--- src/rtl/empaquetador_2a8.sv ---
// Packs four 2-bit symbols MSB-first into a byte and queues it in a 4-deep show-ahead FIFO.
// Word visible one edge after its 4th symbol; the 4th symbol stalls (ready_in=0) only while the FIFO is full.
module empaquetador_2a8 #(
  parameter int SYM_W         = 2,
  parameter int SYMS_PER_WORD = 4,
  parameter int WORD_W        = 8,
  parameter int FIFO_DEPTH    = 4,
  parameter int CNT_W         = 3
) (
  input  logic              clk,
  input  logic              reset_L,
  input  logic              valid_in,
  input  logic [SYM_W-1:0]  data_in,
  input  logic              flush,
  output logic              ready_in,
  output logic [WORD_W-1:0] data_out,
  output logic              valid_out,
  input  logic              ready_out,
  output logic [CNT_W-1:0]  fifo_count,
  output logic              overflow
);

  localparam int PTR_W    = $clog2(FIFO_DEPTH);
  localparam int LAST_SYM = SYMS_PER_WORD - 1;

  typedef enum logic [1:0] {ACC0, ACC1, ACC2, ACC3} acc_state_e;

  acc_state_e        state_q, state_d;
  logic [WORD_W-1:0] acc_q, acc_d;
  logic [WORD_W-1:0] mem_q [FIFO_DEPTH];
  logic [WORD_W-1:0] mem_d [FIFO_DEPTH];
  logic [PTR_W-1:0]  wr_ptr_q, wr_ptr_d;
  logic [PTR_W-1:0]  rd_ptr_q, rd_ptr_d;
  logic [CNT_W-1:0]  count_q, count_d;
  logic              overflow_q, overflow_d;

  logic              last_sym;
  logic              fifo_full;
  logic              accept;
  logic              push;
  logic              pop;
  logic [WORD_W-1:0] word;

  assign last_sym  = (state_q == acc_state_e'(LAST_SYM[1:0]));
  assign fifo_full = (count_q == CNT_W'(FIFO_DEPTH));
  // Deliberately ignores ready_out so no combinational path crosses the block.
  assign ready_in  = !last_sym || !fifo_full;
  assign accept    = valid_in && ready_in && !flush;
  assign push      = accept && last_sym;
  assign pop       = (count_q != '0) && ready_out;
  assign word      = {acc_q[WORD_W-SYM_W-1:0], data_in};

  assign data_out   = mem_q[rd_ptr_q];
  assign valid_out  = (count_q != '0);
  assign fifo_count = count_q;
  assign overflow   = overflow_q;

  always_comb begin
    state_d    = state_q;
    acc_d      = acc_q;
    mem_d      = mem_q;
    wr_ptr_d   = wr_ptr_q;
    rd_ptr_d   = rd_ptr_q;
    count_d    = count_q;
    overflow_d = overflow_q;

    if (flush) begin
      state_d = ACC0;
      acc_d   = '0;
    end else if (accept) begin
      if (last_sym) begin
        state_d         = ACC0;
        acc_d           = '0;
        mem_d[wr_ptr_q] = word;
        wr_ptr_d        = wr_ptr_q + PTR_W'(1);
      end else begin
        state_d = acc_state_e'(state_q + 2'd1);
        acc_d   = word;
      end
    end else if (valid_in) begin
      overflow_d = 1'b1;
    end

    if (pop) begin
      rd_ptr_d = rd_ptr_q + PTR_W'(1);
    end

    case ({push, pop})
      2'b10:   count_d = count_q + CNT_W'(1);
      2'b01:   count_d = count_q - CNT_W'(1);
      default: count_d = count_q;
    endcase
  end

  always_ff @(posedge clk or negedge reset_L) begin
    if (!reset_L) begin
      state_q    <= ACC0;
      acc_q      <= '0;
      wr_ptr_q   <= '0;
      rd_ptr_q   <= '0;
      count_q    <= '0;
      overflow_q <= 1'b0;
      for (int i = 0; i < FIFO_DEPTH; i++) begin
        mem_q[i] <= '0;
      end
    end else begin
      state_q    <= state_d;
      acc_q      <= acc_d;
      mem_q      <= mem_d;
      wr_ptr_q   <= wr_ptr_d;
      rd_ptr_q   <= rd_ptr_d;
      count_q    <= count_d;
      overflow_q <= overflow_d;
    end
  end

endmodule
--- config.mk ---
export PLATFORM = sky130hd
export DESIGN_NAME = empaquetador_2a8
export DESIGN_NICKNAME = d
export VERILOG_FILES = /design/src/rtl/empaquetador_2a8.sv
export SDC_FILE = /design/constraint.sdc
export NUM_CORES = 1
export LEC_CHECK = 0
export CELL_PAD_IN_SITES_DETAIL_PLACEMENT = 1
export CELL_PAD_IN_SITES_GLOBAL_PLACEMENT = 2
export CORE_MARGIN = 4
export CORE_UTILIZATION = 44
export DETAILED_ROUTE_END_ITERATION = 10
export PLACE_DENSITY = 0.85
export SLEW_MARGIN = 40
export SYNTH_ARGS = -nofsm -noshare
export SYNTH_HDL_FRONTEND = slang
export SYNTH_SLANG_ARGS = --single-unit
--- constraint.sdc ---
create_clock -name clk -period 4.8 [get_ports clk]
set_input_delay 1.44 -clock clk [delete_from_list [all_inputs] [get_ports clk]]
set_output_delay 1.44 -clock clk [all_outputs]
set_load 0.005 [all_outputs]
==> flow_metrics.py, run 1 <==
metrics = {
    "sta": {
        "finalSetupViolations": 0,
        "rsz0062_at_grt": "no",
        "timing.max_slew.rel_slack_pct": 57.8,
        "final.setup_skew_ps": 7.51,
        "fmax_ghz": 0.281,
        "worst_pin_slew_ps": 634,
        "finalMaxSlewViolations": 0,
        "timing.final.crit_period_ps": 3550,
        "timing.setup.tns_ps": 0,
        "final-hold-violation-count": 0,
        "tcrit_tclk_final_pct": 74.0,
    },
    "global_routing": {
        "globalRoute.busiestLayer": "met2",
        "first_global_vias": 1452,
        "groute.layer.met1.usage_pct": 18.7,
        "grt_max_degree": 49,
        "grt_first_pass_wirelength_um": 7220,
        "overflow": 0,
        "grtUsageMet2_pct": 27.2,
        "grt_antenna_before_repair": 0,
        "gr-usage-met3_pct": 4.20,
        "track_usage_pct": 15.4,
    },
    "clock_tree": {
        "cts_htree_levels": 2,
        "cts_resized": 0,
        "cts_setup_buffers": 0,
        "tritoncts": "built",
        "cts_root_buffer": "clkbuf_8",
        "cts_made_buffers": 5,
        "cts_hold_buffers": 0,
        "numClockSinks": 48,
        "clock_tree.buffer_depth": 2,
        "cts.clk_slew.worst_paths_ps": 90,
        "skew_pair_late_insertion_delay_ps": 300,
    },
    "hold_path": {
        "hold_wc_path_type": "reg -> reg",
    },
    "floorplanning": {
        "rows": 25,
        "ioPinCount": 21,
        "placeableCoreArea_mm2": 0.00479,
        "start_util_pct": 46.0,
        "die_ht_um": 78.7,
        "dieArea_mm2": 0.00619,
        "die_width_um": 78.7,
    },
    "placement": {
        "portBuffers": 20,
        "detailed_place_hpwl_um": 2890,
        "placement.cell_area_mm2": 0.00247,
        "place.gp.congestion": 0.739,
    },
    "setup_path": {
        "critical_path.endpoint_type": "primary output",
        "worst-endpoint-arrival_ps": 2110,
        "cpLargestDelayFamily": "flip-flops",
        "cp_max_stage_cell": "dfrtp_1",
        "timing.critical_path.cells": "mux4_2 -> clkdlybuf4s50_1",
        "critical_path_class": "reg -> out",
        "critical_path.max_stage_delay_ps": 750,
        "timing.critical_path.from_type": "flop",
        "cp.required_ps": 3360,
        "critical_path.n_buffers_inverters": 1,
        "cp_max_fo": 10,
    },
    "pwr": {
        "design_power_total_mw": 0.987,
        "irDropWorstVdd_mv": 0.229,
        "cellPowerDensity_mw_per_mm2": 387,
        "power.leakage_nw": 1.16,
    },
    "logic_synthesis": {
        "post-synth-top-area-fraction_pct": 54.6,
        "leading_cell_types_by_total_area_after_synthesis": "dfrtp_1 55%, mux2_2 17%, mux4_2 8.2%, ha_1 3.4%, nor3_4 3.0%",
        "syn-cell-area_mm2": 0.00220,
        "syn_avg_cell_area_um2": 15.6,
        "synth-compound-area-share_pct": 4.21,
        "number_of_enable_type_register_cells_in_the_synthesized_netlist": 0,
        "multiplexer_area_fraction_after_synthesis_pct": 26.1,
        "synth_async_sr_flop_share_pct": 100,
        "synth_cells": 141,
        "yosys_warnings": 0,
        "synth_top_flop_cell": "dfrtp_1",
        "post_synthesis_sequential_element_count": 48,
        "synth_sequential_area_ratio_pct": 54.6,
        "post_synth_num_cell_types": 26,
        "synth-xor-area-share_pct": 2.39,
        "synth_top_family_by_area": "multiplexers",
        "post_synth_fa_ha_maj_area_fraction_pct": 4.32,
        "synthDominantAreaCellType": "dfrtp_1",
        "post_synth_and_or_nand_nor_area_fraction_pct": 6.77,
        "syn_nets": 155,
    },
    "detailed_routing": {
        "1st_iter_drt_viols": 52,
        "detailedRoute.firstPassIterationCount": 3,
        "finalWirelength_um": 4140,
        "post_drt_via_cell_ratio": 5.33,
        "remaining_drc_errors": 0,
        "detail-route-antenna-nets": 0,
        "route.vias.total": 1236,
        "routed_wire_length_per_instance_um": 17.9,
    },
    "layout": {
        "n_fill_cell": 467,
        "drive_gt1_share_pct": 35.2,
        "area_growth_syn_to_layout_pct": 15.9,
        "num-nets-final": 179,
        "antenna_diode_instance_count": 0,
        "stdcell_area_mm2": 0.00255,
    },
    "run": {
        "max_cap_viol_count": 0,
    },
    "run_status": {
        "run_status": "complete, no violations",
    },
}
## synthesized netlist by cell type (2+ instances only)
library cell / count
dfrtp_1: 48
mux2_2: 34
mux4_2: 8
a22o_1: 6
ha_1: 6
inv_1: 6
nand2_1: 5
nor3_4: 4
xnor2_1: 3
xor2_1: 3
buf_2: 2
nor2_1: 2
## registers in the layout, indices dropped and copies added (netlist names)
register    count
acc_q           6
fifo_count      3
mem_q          32
overflow        1
rd_ptr_q        2
state_q         2
wr_ptr_q        2
## cell usage in the layout (no fill, tap or decap), types with 4 or more instances in the layout
cell type	synthesis	routed
a22o_1	6	6
clkbuf_8	0	5
clkdlybuf4s50_1	0	19
dfrtp_1	48	48
ha_1	6	6
inv_1	6	6
mux2_2	34	34
mux4_2	8	8
nand2_1	5	5
nor3_4	4	4
## cells by family after synthesis
logic type      after synthesis
mux                          43
simple gates                 17
xor+xnor                      6
compound gates               11
buf+inv                       9
fa+ha+maj                     7
flops                        48
## cell type report
type                       count  area, um^2  area share, %
clock buffer                   5        68.8           2.70
clock inverter                 2        12.5          0.491
inverter                       6        22.5          0.884
multi-input combinational     84         962           37.8
sequential                    48        1200           47.1
tap                           67        83.8           3.29
timing repair buffer          20         198           7.76
## stage by stage
| step | setup WS [ps] | hold WS [ps] | std cells | util [%] |
|---|---|---|---|---|
| 2_1_floorplan | 1750 | 468 | 141 | - |
| 3_3_place_gp | 1080 | 467 | 225 | 51.5 |
| 3_5_place_dp | 986 | 470 | 225 | 51.6 |
| 4_1_cts | 1200 | 494 | 232 | 53.3 |
| 5_1_grt | 1110 | 522 | 232 | 53.3 |
| 6_report | 1250 | 486 | 232 | 53.3 |
## final timing paths
kind | startpoint | endpoint | slack (ps) | cells after the start
worst max-delay path | rd_ptr_q[0] | data_out[5] | 1250 | 2
worst min-delay path | overflow | overflow | 490 | 1
worst max register to register | fifo_count[0] | fifo_count[2] | 2480 | 9
worst min register to register | overflow | overflow | 490 | 1
max in group asynchronous | reset_L | mem_q[24] | 3260 | 1
min in group asynchronous | reset_L | overflow | 1150 | 1
## where the power goes
part / switching [mW] / internal (mW) / leakage (nW)
combinational: 0.0872 / 0.140 / 0.473
sequential: 0.0859 / 0.446 / 0.645
clock: 0.129 / 0.0988 / 0.0400
## metal layers
| layer | vias to the layer above | wire (um) |
|---|---|---|
| met5 | - | 0 |
| met3 | 4 | 123 |
| li1 | 561 | - |
| met4 | 0 | 44 |
| met2 | 17 | 2060 |
| met1 | 654 | 1920 |
(Power assumes the default switching activity.)
==> run 2, diff against run 1 <==
CORE_UTILIZATION = 41   (was 44)
PLACE_DENSITY = 0.8   (was 0.85)
clock period = 3.6 ns   (was 4.8 ns; I/O delays follow)
==> flow_metrics.py, run 2 (synthesis gave the netlist of run 1 again) <==
metrics = {
    "run_status": {
        "run_status": "complete, no violations",
    },
    "clock_tree": {
        "cts_root_buffer": "clkbuf_8",
        "cts_htree_levels": 2,
        "cts_made_buffers": 5,
        "clock_tree.buffer_depth": 2,
        "cts_hold_buffers": 0,
        "skew_pair_late_insertion_delay_ps": 300,
        "numClockSinks": 48,
        "cts_setup_buffers": 0,
        "cts_resized": 0,
        "tritoncts": "built",
        "cts.clk_slew.worst_paths_ps": 90,
    },
    "pwr": {
        "power.sequential.fraction_pct": 50.8,
        "switching_power_mw": 0.418,
        "power.leakage_nw": 1.18,
        "design_power_total_mw": 1.36,
        "power.clock.fraction_pct": 24.8,
        "netSwitchingFraction_pct": 30.6,
        "power.share.combinational_pct": 24.4,
        "irDropWorstVdd_mv": 0.300,
        "cellPowerDensity_mw_per_mm2": 528,
        "internal-power_mw": 0.946,
    },
    "sta": {
        "final.setup_skew_ps": 6.78,
        "timing.final.crit_period_ps": 3130,
        "finalMaxSlewViolations": 0,
        "fmax_ghz": 0.319,
        "rsz0062_at_grt": "no",
        "tcrit_tclk_final_pct": 87.0,
        "worst_pin_slew_ps": 598,
        "final-hold-violation-count": 0,
        "timing.max_slew.rel_slack_pct": 60.1,
        "finalSetupViolations": 0,
        "postLayoutSetupSlackWorst_ps": 467,
        "timing.setup.tns_ps": 0,
    },
    "detailed_routing": {
        "routed_wire_length_per_instance_um": 17.7,
        "remaining_drc_errors": 0,
        "met2_wirelength_um": 2160,
        "post_drt_via_cell_ratio": 5.26,
        "detailedRoute.firstPassIterationCount": 4,
        "highest_routed_metal_layer": "met4",
        "routed-wl-met3_um": 152,
        "route.vias.total": 1251,
        "detail-route-antenna-nets": 0,
        "1st_iter_drt_viols": 66,
        "finalWirelength_um": 4220,
        "met1_length_um": 1850,
    },
    "setup_path": {
        "cp_max_fo": 6,
        "critical_path.endpoint_type": "primary output",
        "worstRegToRegCells": 9,
        "worst-endpoint-arrival_ps": 2050,
        "worstSetupStartpoint": "rd_ptr_q[0]",
        "timing.critical_path.from_type": "flop",
        "reg2reg_from": "fifo_count[1]",
        "cp.required_ps": 2520,
        "critical_path_class": "reg -> out",
    },
    "layout": {
        "regMostFlops": "mem_q",
        "mostFrequentLayoutCells": "48 x dfrtp_1, 34 x mux2_2, 19 x clkdlybuf4s50_1",
        "layout.cells.non_filler": 238,
        "area_growth_syn_to_layout_pct": 17.4,
        "antenna_diode_instance_count": 0,
        "drive_gt1_share_pct": 36.3,
        "num-nets-final": 181,
        "largest_register_ffs": 32,
        "utilization_pct": 50.2,
        "most_common_cell_after_layout_fill_and_taps_aside": "dfrtp_1",
    },
    "global_routing": {
        "grt_max_degree": 49,
        "grt_antenna_before_repair": 0,
        "grt_first_pass_wirelength_um": 7290,
        "overflow": 0,
        "first_global_vias": 1454,
        "track_usage_pct": 14.9,
    },
    "floorplanning": {
        "placeableCoreArea_mm2": 0.00514,
        "die_width_um": 81.2,
        "ioPinCount": 21,
        "dieArea_mm2": 0.00660,
        "rows": 26,
        "start_util_pct": 42.8,
        "die_ht_um": 81.2,
    },
    "placement": {
        "place.detailed.instances": 230,
        "portBuffers": 20,
        "preCtsSetupSlack_ps": 449,
        "place.gp.congestion": 0.716,
        "detailed_place_hpwl_um": 3020,
    },
    "run": {
        "max_cap_viol_count": 0,
    },
    "hold_path": {
        "hold_wc_path_type": "reg -> reg",
        "worstHoldPathCells": 1,
        "min_from": "mem_q[11]",
    },
}
## run 2: cell count changes in the layout (fill, tap and decap cells not counted), sizes merged
cell      delta
clkbuf       +1
inv          +1
buf          +2
clkinvlp     -1
## run 2: path summary, 6_finish.rpt
path | slack [ps] | to
max | 470 | data_out[3]
min | 510 | mem_q[11]
max reg2reg | 1240 | fifo_count[2]
min reg2reg | 510 | mem_q[11]
max in group asynchronous | 2420 | rd_ptr_q[0]
min in group asynchronous | 780 | acc_q[5]
## run 2: metal layers
| layer | global-route usage, % | up-vias |
|---|---|---|
| li1 | - | 566 |
| met1 | 19.5 | 661 |
| met2 | 24.3 | 18 |
| met3 | 3.66 | 6 |
| met4 | 5.07 | 0 |
| met5 | 0 | - |
## run 2: per-stage QoR
stage	hold WS (ps)	area [um^2]
2_1_floorplan	468	2200
3_3_place_gp	458	2480
3_5_place_dp	492	2490
4_1_cts	515	2580
5_1_grt	529	2580
6_report	510	2580
## run 2: layout make-up
| type | instances | area [um^2] |
|---|---|---|
| clock buffers | 6 | 82.6 |
| fillers | 526 | 2560 |
| clock inverters | 2 | 13.8 |
| inverters | 6 | 22.5 |
| repair buffers | 22 | 213 |
| well taps | 70 | 87.6 |
| flip-flops and latches | 48 | 1200 |
| multi-input cells | 84 | 962 |
## run 2: worst max-delay path: stages (launching register included)
cell and delay (ps):
dfrtp_1 530, buf_4 250, mux4_2 520, clkdlybuf4s50_1 460
## run 2: power groups by stage
stage          sequential, mW  combinational (mW)  clock [mW]
2_1_floorplan           0.652               0.242           0
3_3_place_gp            0.700               0.325           0
3_5_place_dp            0.707               0.340           0
4_1_cts                 0.697               0.343       0.353
5_1_grt                 0.707               0.368       0.380
6_report                0.692               0.333       0.338
